### config.mk
export PLATFORM = sky130hd
export DESIGN_NAME = vram_write_queue
export DESIGN_NICKNAME = d
export VERILOG_FILES = /design/src/rtl/gpu_pkg.sv /design/src/rtl/vram_wq_fifo.sv /design/src/rtl/vram_write_queue.sv
export SDC_FILE = /design/constraint.sdc
export NUM_CORES = 1
export LEC_CHECK = 0
export ABC_AREA = 1
export CAP_MARGIN = 15
export CORE_UTILIZATION = 47
export CTS_CLUSTER_DIAMETER = 50
export DETAILED_ROUTE_END_ITERATION = 16
export PLACE_DENSITY_LB_ADDON = 0.25
export SLEW_MARGIN = 20
export SYNTH_ARGS = -nofsm -noshare
export SYNTH_HDL_FRONTEND = slang
export SYNTH_SLANG_ARGS = --single-unit
### constraint.sdc
create_clock -name clk -period 5.4 [get_ports clk]
set_input_delay 1.08 -clock clk [delete_from_list [all_inputs] [get_ports clk]]
set_output_delay 1.08 -clock clk [all_outputs]
set_load 0.02 [all_outputs]
### src/rtl/gpu_pkg.sv
// gpu_pkg: shared VRAM write queue types and address width.
package gpu_pkg;
  localparam int VRAM_ADDR_WIDTH = 12;
  typedef struct packed {
    logic                       fill;
    logic [VRAM_ADDR_WIDTH-1:0] addr;
    logic [7:0]                 data;
    logic [VRAM_ADDR_WIDTH-1:0] count;
  } vram_wq_entry_t;
  typedef enum logic {IDLE, ACTIVE} vram_wq_state_t;
endpackage

### src/rtl/vram_wq_fifo.sv
// vram_wq_fifo: synchronous FIFO of write-queue entries with a registered head.
module vram_wq_fifo
  import gpu_pkg::*;
#(
  parameter int DEPTH = 8
) (
  input  logic           clk,
  input  logic           rst,
  input  logic           push,
  input  logic           pop,
  input  vram_wq_entry_t din,
  output vram_wq_entry_t head,
  output logic           full,
  output logic           empty
);
  localparam int AW = $clog2(DEPTH);
  vram_wq_entry_t mem [DEPTH];
  logic [AW-1:0] wr_ptr, rd_ptr;
  logic [AW:0] count;
  logic do_push, do_pop;
  always_comb begin
    do_push = push && !full;
    do_pop = pop && !empty;
    full = count == (AW+1)'(DEPTH);
    empty = count == '0;
    head = mem[rd_ptr];
  end
  always_ff @(posedge clk)
    if (do_push) mem[wr_ptr] <= din;
  always_ff @(posedge clk) begin
    if (rst) begin
      wr_ptr <= '0;
      rd_ptr <= '0;
      count <= '0;
    end else begin
      if (do_push) wr_ptr <= wr_ptr + 1'b1;
      if (do_pop) rd_ptr <= rd_ptr + 1'b1;
      count <= count + (AW+1)'(do_push) - (AW+1)'(do_pop);
    end
  end
endmodule

### src/rtl/vram_write_queue.sv
// vram_write_queue: buffers CPU VRAM writes/fills and replays them during writable windows.
module vram_write_queue
  import gpu_pkg::*;
#(
  parameter int DEPTH = 8
) (
  input  logic                       clk,
  input  logic                       rst,
  input  logic                       req_valid,
  output logic                       req_ready,
  input  logic [VRAM_ADDR_WIDTH-1:0] req_addr,
  input  logic [7:0]                 req_data,
  input  logic                       req_fill,
  input  logic [VRAM_ADDR_WIDTH-1:0] req_len,
  input  logic                       writable,
  output logic [7:0]                 data,
  output logic [VRAM_ADDR_WIDTH-1:0] address,
  output logic                       write_enable,
  output logic                       busy
);
  vram_wq_state_t state, state_next;
  vram_wq_entry_t entry_in, head;
  logic [VRAM_ADDR_WIDTH-1:0] op_addr, remaining;
  logic [7:0] op_data;
  logic push, pop, full, empty, commit, last;
  vram_wq_fifo #(.DEPTH(DEPTH)) u_fifo (
    .clk  (clk),
    .rst  (rst),
    .push (push),
    .pop  (pop),
    .din  (entry_in),
    .head (head),
    .full (full),
    .empty(empty)
  );
  always_ff @(posedge clk) begin
    if (rst) begin
      state <= IDLE;
      op_addr <= '0;
      op_data <= '0;
      remaining <= '0;
    end else begin
      state <= state_next;
      if (pop) begin
        op_addr <= head.addr;
        op_data <= head.data;
        remaining <= head.fill ? head.count : VRAM_ADDR_WIDTH'(1);
      end else if (commit) begin
        op_addr <= op_addr + 1'b1;
        remaining <= remaining - 1'b1;
      end
    end
  end
  // Zero-length fills are swallowed at the handshake so the engine never sees an empty op.
  always_comb begin
    entry_in = '{fill: req_fill, addr: req_addr, data: req_data,
                 count: req_fill ? req_len : VRAM_ADDR_WIDTH'(1)};
    push = req_valid && req_ready && !(req_fill && req_len == '0);
    commit = state == ACTIVE && writable;
    last = remaining == VRAM_ADDR_WIDTH'(1);
    pop = !empty && (state == IDLE || (commit && last));
    state_next = state == IDLE ? (empty ? IDLE : ACTIVE)
               : (commit && last && empty ? IDLE : ACTIVE);
  end
  always_comb begin
    write_enable = state == ACTIVE && writable;
    address = op_addr;
    data = op_data;
    busy = state == ACTIVE || !empty;
    req_ready = !full && !rst;
  end
endmodule

==> flow_results.org, run 1 <==
** Yosys
- After synthesis, the cell types taking the most area are sky130_fd_sc_hd__edfxtp_1 (60%), sky130_fd_sc_hd__nand2_1 (7.3%), sky130_fd_sc_hd__dfxtp_1 (7.0%).
- Warning count from the yosys run :: 0
- Leading post-synthesis cells by instance count :: sky130_fd_sc_hd__edfxtp_1 (264), sky130_fd_sc_hd__nand2_1 (256), sky130_fd_sc_hd__nor2_1 (180), sky130_fd_sc_hd__o21ai_0 (147), sky130_fd_sc_hd__nand3_1 (76)
- Register bit count reported by yosys :: 310
- The biggest area contributor in the post-synthesis netlist is sky130_fd_sc_hd__edfxtp_1.
- Post-synthesis area per instance :: 10.62 um2
- The number of different library cells used by synthesis comes to 35.
- Yosys mapped a number of flops with a built-in enable equal to roughly 260.
- Among all cell types in the netlist, the one instantiated most often is sky130_fd_sc_hd__edfxtp_1.
- The number of nets handed over by synthesis was 1,284.
- Synth top area share :: 0.6042
- Among all flip-flop cells after synthesis, the most frequent one is sky130_fd_sc_hd__edfxtp_1.
- The mapped netlist covers 13,120 um2.
- Share of synthesized area occupied by flip-flops and latches :: 0.6744
- Proportion of synthesized flip-flops having asynchronous set or reset :: 0
- The cell count after synthesis came out at 1,235.

** Clocking
- Cts bufs inserted :: 35
- The number of setup buffers added after CTS is 0.
- CTS Buffer Depth :: 3
- Skew-Pair Late Insertion Delay :: 0.51 ns
- Clock-pin slew was measured on the worst setup and hold paths at approximately 0.060 ns.
- H-tree level count :: 2
- CTS tree :: built
- In this run, post-CTS hold repair placed 0 buffers.
- The tree built by TritonCTS fans out to a little over 300 sinks.
- Gates resized during post-CTS repair numbered 0.
- The tree is rooted in a sky130_fd_sc_hd__clkbuf_16.

** Power and ir drop
- Areal power density over the cells :: ~510 nW/um2
- The share of total power dissipated in sequential elements is 0.389.
- The share of total power dissipated in the clock network is 0.314.
- Switching power summed over all nets :: 2667 uW
- Int Pwr :: between 5000 and 6000 uW
- Proportion of power drawn by combinational gates :: 0.296
- VDD sags by at most 0.2847 mV.
- For this design the static power due to leakage is 0.005713 uW.
- Total Power Consumption :: 7758 uW
- Of the total power, the share spent switching nets is 0.3438.

** Final layout
- In the final layout, the share of cells above drive strength 1 is 0.07616.
- Post-route core utilization :: 0.5605
- Antenna Cells :: 0
- P&R area growth vs syn :: 16.11%
- Final net count :: roughly 1,300
- Counting the fill cells in the layout gives between 2,000 and 2,500.

** Critical path
- Type of the setup path with the least slack :: in -> out
- For the worst setup path, the data arrival time is 2.74 ns.
- STA classifies the critical path endpoint as a primary output.
- The worst setup path is launched from a primary input.
- Max Fanout on Critical Path :: 13
- STA puts the critical path data required time at 4.32 ns.

** Placed design
- Routability-driven placement finished with a final weighted congestion of between 0.8 and 0.9.
- Port buffering added 59 buffers.
- Detailed placement finished with a half-perimeter wire length of 16,560 um.

** Die
- Row generation in the floorplan step produced 60 rows.
- The die covers 28,590 um2.
- The floorplan step set the die width to around 170 um.
- I/O pins :: 60
- Floorplan Core Area :: 27,180 um2
- Die H :: 169.1 um
- The initial utilization of the core area, before any placement, comes to 0.4828.

** GRT
- The first global-routing pass estimated 45,860 um of wire.
- Total gr overflow :: 0
- Via count of the first global-routing pass :: 8,301
- The number of antenna violations at the first check in global routing was 1.
- For this run, the total global-route usage over all layers was measured as 0.2093.
- Entering global routing, the biggest net connects 84 pins.

** Job
- Max-cap violations in this run came to 0.

** Worst hold path
- The tightest min-delay check is of the reg -> reg type.

** STA
- Period minus WS final :: around 3.8 ns
- Maximum clock skew at final layout :: 0.01416 ns
- Final worst path period share :: 0.7071
- In this run the tightest slew margin relative to its limit is 0.4263.
- The number of max-slew violations in the final report came to 0.
- Setup repair after global routing missed its margin :: false
- Maximum frequency from static timing analysis :: 261.9 MHz
- The final hold violation count was 0.
- Worst slew pin tran :: 0.8606 ns
- In the final timing run, aggregate negative setup slack is 0 ns.
- Total setup violations reported at the end of the flow :: 0

** Route
- In this run the remaining antenna-violating nets after routing total 0.
- For this block, the via count after detailed routing is 8,872.
- Via count normalized by instance count :: about 5.3
- Number of design-rule violations left by the first detailed-router iteration :: 772
- After detailed routing, the average wire length per cell comes to ~17 um.
- DRT Wirelength :: roughly 29,000 um
- The pre-antenna-repair detailed-routing pass consisted of 5 iterations.
- In the routed design, unresolved DRC markers number 0.

** Outcome
- The flow ran to the end, and the final reports show no timing, DRC or antenna violations.
## logic make-up (layout without fill, tap and decap cells)
family / count (synthesis) / after routing / share of synthesized area
simple gates: 543 / 543 / 0.1686
flops: 310 / 310 / 0.6744
compound gates: 215 / 215 / 0.08573
buf+inv: 142 / 220 / 0.05054
xor+xnor: 13 / 13 / 0.008678
fa+ha+maj: 12 / 12 / 0.01202
## path summary, 6_finish.rpt
| path | start | end | slack [ns] | cells after the start |
|---|---|---|---|---|
| setup / recovery | writable | write_enable | 1.58 | 4 |
| hold / removal | u_fifo.rd_ptr[0]$_SDFFE_PP0P_ | register | 0.48 | 1 |
| hold reg to reg | u_fifo.rd_ptr[0]$_SDFFE_PP0P_ | register | 0.48 | 1 |
| setup reg to reg | register | remaining[10]$_SDFFE_PP0P_ | 2.30 | 11 |
## flip-flops by register name (all words and copies together), names as in the netlist, named ones only
name	count
u_fifo.mem	264
address	12
state	1
data	8
u_fifo.count	4
u_fifo.rd_ptr	3
remaining	12
u_fifo.wr_ptr	3
## metal layers
layer  part of all wire  global-route usage  vias to the layer above  wire [um]
met5            0.00038                   0                        -         11
met4              0.016             0.05131                        2        477
met3              0.056             0.03507                       35       1629
met2               0.47              0.3421                      218      13700
met1               0.46              0.2926                     4293      13260
li1                   -                   -                     4324          -
## power by group through the flow
| stage | Combinational [uW] | Sequential [uW] | Clock (uW) |
|---|---|---|---|
| CTS | 2310 | 3020 | 2480 |
| detailed placement | 2280 | 3070 | 0 |
| floorplan | 1670 | 3070 | 0 |
| global placement | 2250 | 3060 | 0 |
| finish | 2300 | 3020 | 2440 |
| global route | 2600 | 3050 | 2590 |
## cell type report
cell class              count  area, um2  share of cell area
well taps                 372      465.4             0.03055
clock buffers              47      993.5             0.06522
multi-input cells         783       3659              0.2402
repair buffers             80      760.7             0.04994
flip-flops and latches    310       8853              0.5812
clock inverters            15      207.7             0.01363
inverters                  78      294.0             0.01930
## critical path: stages
cell and delay, ns:
sky130_fd_sc_hd__clkdlybuf4s50_1 0.48, sky130_fd_sc_hd__nand2_1 0.28, sky130_fd_sc_hd__inv_2 0.26, sky130_fd_sc_hd__clkdlybuf4s50_1 0.63
## layout by cell type (no fill, tap or decap), types with 2 or more instances in the layout
master                            instances
sky130_fd_sc_hd__edfxtp_1               264
sky130_fd_sc_hd__nand2_1                256
sky130_fd_sc_hd__nor2_1                 176
sky130_fd_sc_hd__o21ai_0                147
sky130_fd_sc_hd__nand3_1                 76
sky130_fd_sc_hd__inv_1                   74
sky130_fd_sc_hd__clkdlybuf4s50_1         59
sky130_fd_sc_hd__dfxtp_1                 44
sky130_fd_sc_hd__a21oi_1                 43
sky130_fd_sc_hd__clkbuf_16               37
sky130_fd_sc_hd__buf_4                   20
sky130_fd_sc_hd__ha_1                    11
sky130_fd_sc_hd__o21ai_1                 10
sky130_fd_sc_hd__and3_1                   9
sky130_fd_sc_hd__xor2_1                   9
sky130_fd_sc_hd__clkbuf_1                 7
sky130_fd_sc_hd__nand4_1                  6
sky130_fd_sc_hd__o211ai_1                 6
sky130_fd_sc_hd__nor2_2                   5
sky130_fd_sc_hd__nor3_2                   5
sky130_fd_sc_hd__nor2_4                   4
sky130_fd_sc_hd__o22ai_1                  4
sky130_fd_sc_hd__xnor2_1                  4
sky130_fd_sc_hd__bufinv_16                4
sky130_fd_sc_hd__inv_2                    3
sky130_fd_sc_hd__clkinv_2                 3
sky130_fd_sc_hd__clkbuf_8                 3
sky130_fd_sc_hd__inv_6                    3
sky130_fd_sc_hd__a21oi_4                  2
sky130_fd_sc_hd__nor3_1                   2
sky130_fd_sc_hd__clkinv_4                 2
sky130_fd_sc_hd__inv_8                    2
## stage by stage
stage               area, um2  instances  hold WS [ns]  setup slack, ns
floorplan               13120       1235        0.4331            1.173
global placement        14030       1623        0.4594            1.244
detailed placement      14030       1623        0.4674            1.186
CTS                     15230       1685        0.4823            1.579
global route            15230       1685        0.5038            1.492
finish                  15230       1685        0.4763            1.582
Note: power is estimated with default switching activity, not from simulation.
==> run 2: changes to the inputs <==
==> constraint.sdc (replaced) <==
create_clock -name clk -period 3.5 [get_ports clk]
set_input_delay 0.7 -clock clk [delete_from_list [all_inputs] [get_ports clk]]
set_output_delay 0.7 -clock clk [all_outputs]
set_load 0.02 [all_outputs]
==> run 2 against run 1 <==
Effect of this change:
- clock power increased by 46%
- cell count increased by 0.65%
- final area about the same
- critical endpoint is now busy
==> flow_results.org, run 2 (synthesis gave the netlist of run 1 again) <==
** Outcome
- The run finished with clean final reports.

** Final layout
- Fraction of layout cells with a size suffix above 1 :: 0.08308
- The net count of the finished layout is between 1,000 and 1,500.
- Flip-flop count of the largest register after layout :: ~260
- Final Cell Area :: around 15,000 um2
- The repair_antennas step left the layout with diodes totalling 0.
- Area used by multi-input combinational logic :: 3659 um2
- The top cell types in the final layout, fill and taps aside, are sky130_fd_sc_hd__edfxtp_1 (264), sky130_fd_sc_hd__nand2_1 (256), sky130_fd_sc_hd__nor2_1 (176).
- The library cell used most frequently in the layout, excluding fill and tap cells, is sky130_fd_sc_hd__edfxtp_1.
- The register with the most flip-flops in the final layout is u_fifo.mem.
- Seq. cell area :: 8853 um2
- Filler Cell Count :: 2,369
- From synthesis to final layout, the design area changed by 16.19%.

** Critical path
- The worst setup path is launched from a register.
- Data arrival time of the critical path :: 2.10 ns
- The worst setup path is of the reg -> out kind.
- Counting stages on the worst path, the most repeated cell is sky130_fd_sc_hd__inv_1.
- Max Fanout on Critical Path :: 3
- Crit path capture type :: primary output
- Walking the worst path, the cells encountered are inv_1, ha_1, nand3_1, inv_1, nand2_1, clkdlybuf4s50_1.
- The largest single stage delay on the critical path is ~0.59 ns.
- Worst path required time :: 2.80 ns
- The largest individual stage delay along the critical path comes from the cell sky130_fd_sc_hd__clkdlybuf4s50_1.

** GRT
- Maximum number of pins on one net before global-route repair :: 74
- Number of antenna violations at the first check in global routing :: 0
- Total gr overflow :: 0
- The first global-routing pass estimated ~47,000 um of wire.
- In the global route stage, overall resource usage came out at 0.2144.
- The number of global-route vias before repair was approximately 8,500.

** STA
- Worst slew pin tran :: 0.8160 ns
- Final worst path period share :: 0.7989
- Maximum clock skew at final layout :: between 0.01 and 0.015 ns
- Headroom to the max-slew limit came out at 0.4560.
- Setup violations remaining at the end of the flow were counted as 0.
- Maximum frequency from static timing analysis :: 357.6 MHz
- Period minus WS final :: 2.796 ns
- Count of pins over their slew limit :: 0
- Setup repair after global routing left no endpoint under its margin.
- The final hold violation count is 0.

** Power and ir drop
- Leakage Power :: 0.005724 uW
- Max VDD drop :: between 0.5 and 0.6 mV
- The design draws 11,860 uW.
- Areal power density over the cells :: between 700 and 800 nW/um2

** Die
- For this configuration, the core starts out at a cell density of 0.4828.
- Cell row count :: 60
- Horizontal die dimension :: 169.1 um
- The core region is 27,180 um2.
- Area of the die :: 28,590 um2
- I/O pins :: 60
- Die H :: 169.1 um

** Clocking
- After clock tree synthesis, the repair step resized 0 gates.
- No sink is reached through more buffers than the 3 on the longest clock path.
- The clock drives 310 sinks.
- Skew-Pair Late Insertion Delay :: 0.53 ns
- Clock-pin slew was measured on the worst setup and hold paths at 0.06 ns.
- Buffers inserted to repair hold after CTS numbered 0.
- Cts bufs inserted :: 35
- H-tree level count :: 2
- CTS tree :: built
- Root buffer cell :: sky130_fd_sc_hd__clkbuf_16
- # Post-CTS Setup Buffers :: 0

** Placed design
- The congestion estimate from routability-driven global placement came to between 0.8 and 0.9.
- Once placement finished, the instance area stood at around 14,000 um2.
- Once detailed placement completed, the half-perimeter wirelength came to 17,620 um.
- Count of buffers inserted at the top-level ports :: 59

** Route
- In the final routed layout, each cell accounts on average for about 18 um.
- Via count normalized by instance count :: 5.276
- The pre-antenna-repair detailed-routing pass consisted of 5 iterations.
- For this block, the via count after detailed routing is 8,948.
- Number of design rule violations left after detail routing :: 0
- Number of routed nets with antenna violations :: 0
- Number of design-rule violations left by the first detailed-router iteration :: approximately 1,100
- DRT Wirelength :: 29,780 um

** Job
- Across the run, the number of max-cap violations was 0.

** Worst hold path
- Path class of the lowest-slack min-delay path :: reg -> reg
## run 2: path summary, 6_finish.rpt
check	from	end	slack [ns]	cells after the start
hold reg to reg	u_fifo.rd_ptr[2]$_SDFFE_PP0P_	register	0.47	2
setup reg to reg	u_fifo.count[2]$_SDFF_PP0_	u_fifo.mem[4][10]$_DFFE_PP_	1.16	10
setup / recovery	u_fifo.count[2]$_SDFF_PP0_	busy	0.70	6
hold / removal	u_fifo.rd_ptr[2]$_SDFFE_PP0P_	register	0.47	2
## run 2: worst max-delay path: cells and delay by family, from the launching register on
family                     cells  cell delay (ns)
adders and majority gates      1             0.19
DFF                            1             0.30
buffers and inverters          3             0.80
and+or+nand+nor                2             0.28
## run 2: layout make-up
cell class,instances,share of cell area
Multi-Input combinational cell,783,0.2400
Inverter,78,0.01929
Sequential cell,310,0.5808
Clock buffer,37,0.05794
Timing Repair Buffer,91,0.05532
Clock inverter,25,0.01617
Tap cell,372,0.03053
## run 2: power by group
part | switching (uW) | internal [uW]
Clock | 1480 | 2090
Combinational | 2470 | 1250
Sequential | 243 | 4330
## run 2: metal layers
metal,routed length [um],track usage,share of wire,up-vias
li1,-,-,-,4355
met1,13740,0.3075,0.46,4268
met2,13680,0.3428,0.46,284
met3,1830,0.03016,0.061,41
met4,537,0.05954,0.018,0
met5,0,0,0,-
## run 2: stage by stage
| stage | setup TNS, ns | hold WS, ns | worst slack [ns] | utilization | cells |
|---|---|---|---|---|---|
| after floorplan | -45.80 | 0.4331 | -0.3470 | - | 1235 |
| after global placement | 0 | 0.4467 | 0.5909 | 0.5194 | 1634 |
| after detailed placement | 0 | 0.4578 | 0.5456 | 0.5194 | 1634 |
| after CTS | 0 | 0.4683 | 0.6860 | 0.5610 | 1696 |
| after global routing | 0 | 0.4879 | 0.5971 | 0.5610 | 1696 |
| final | 0 | 0.4726 | 0.7039 | 0.5610 | 1696 |
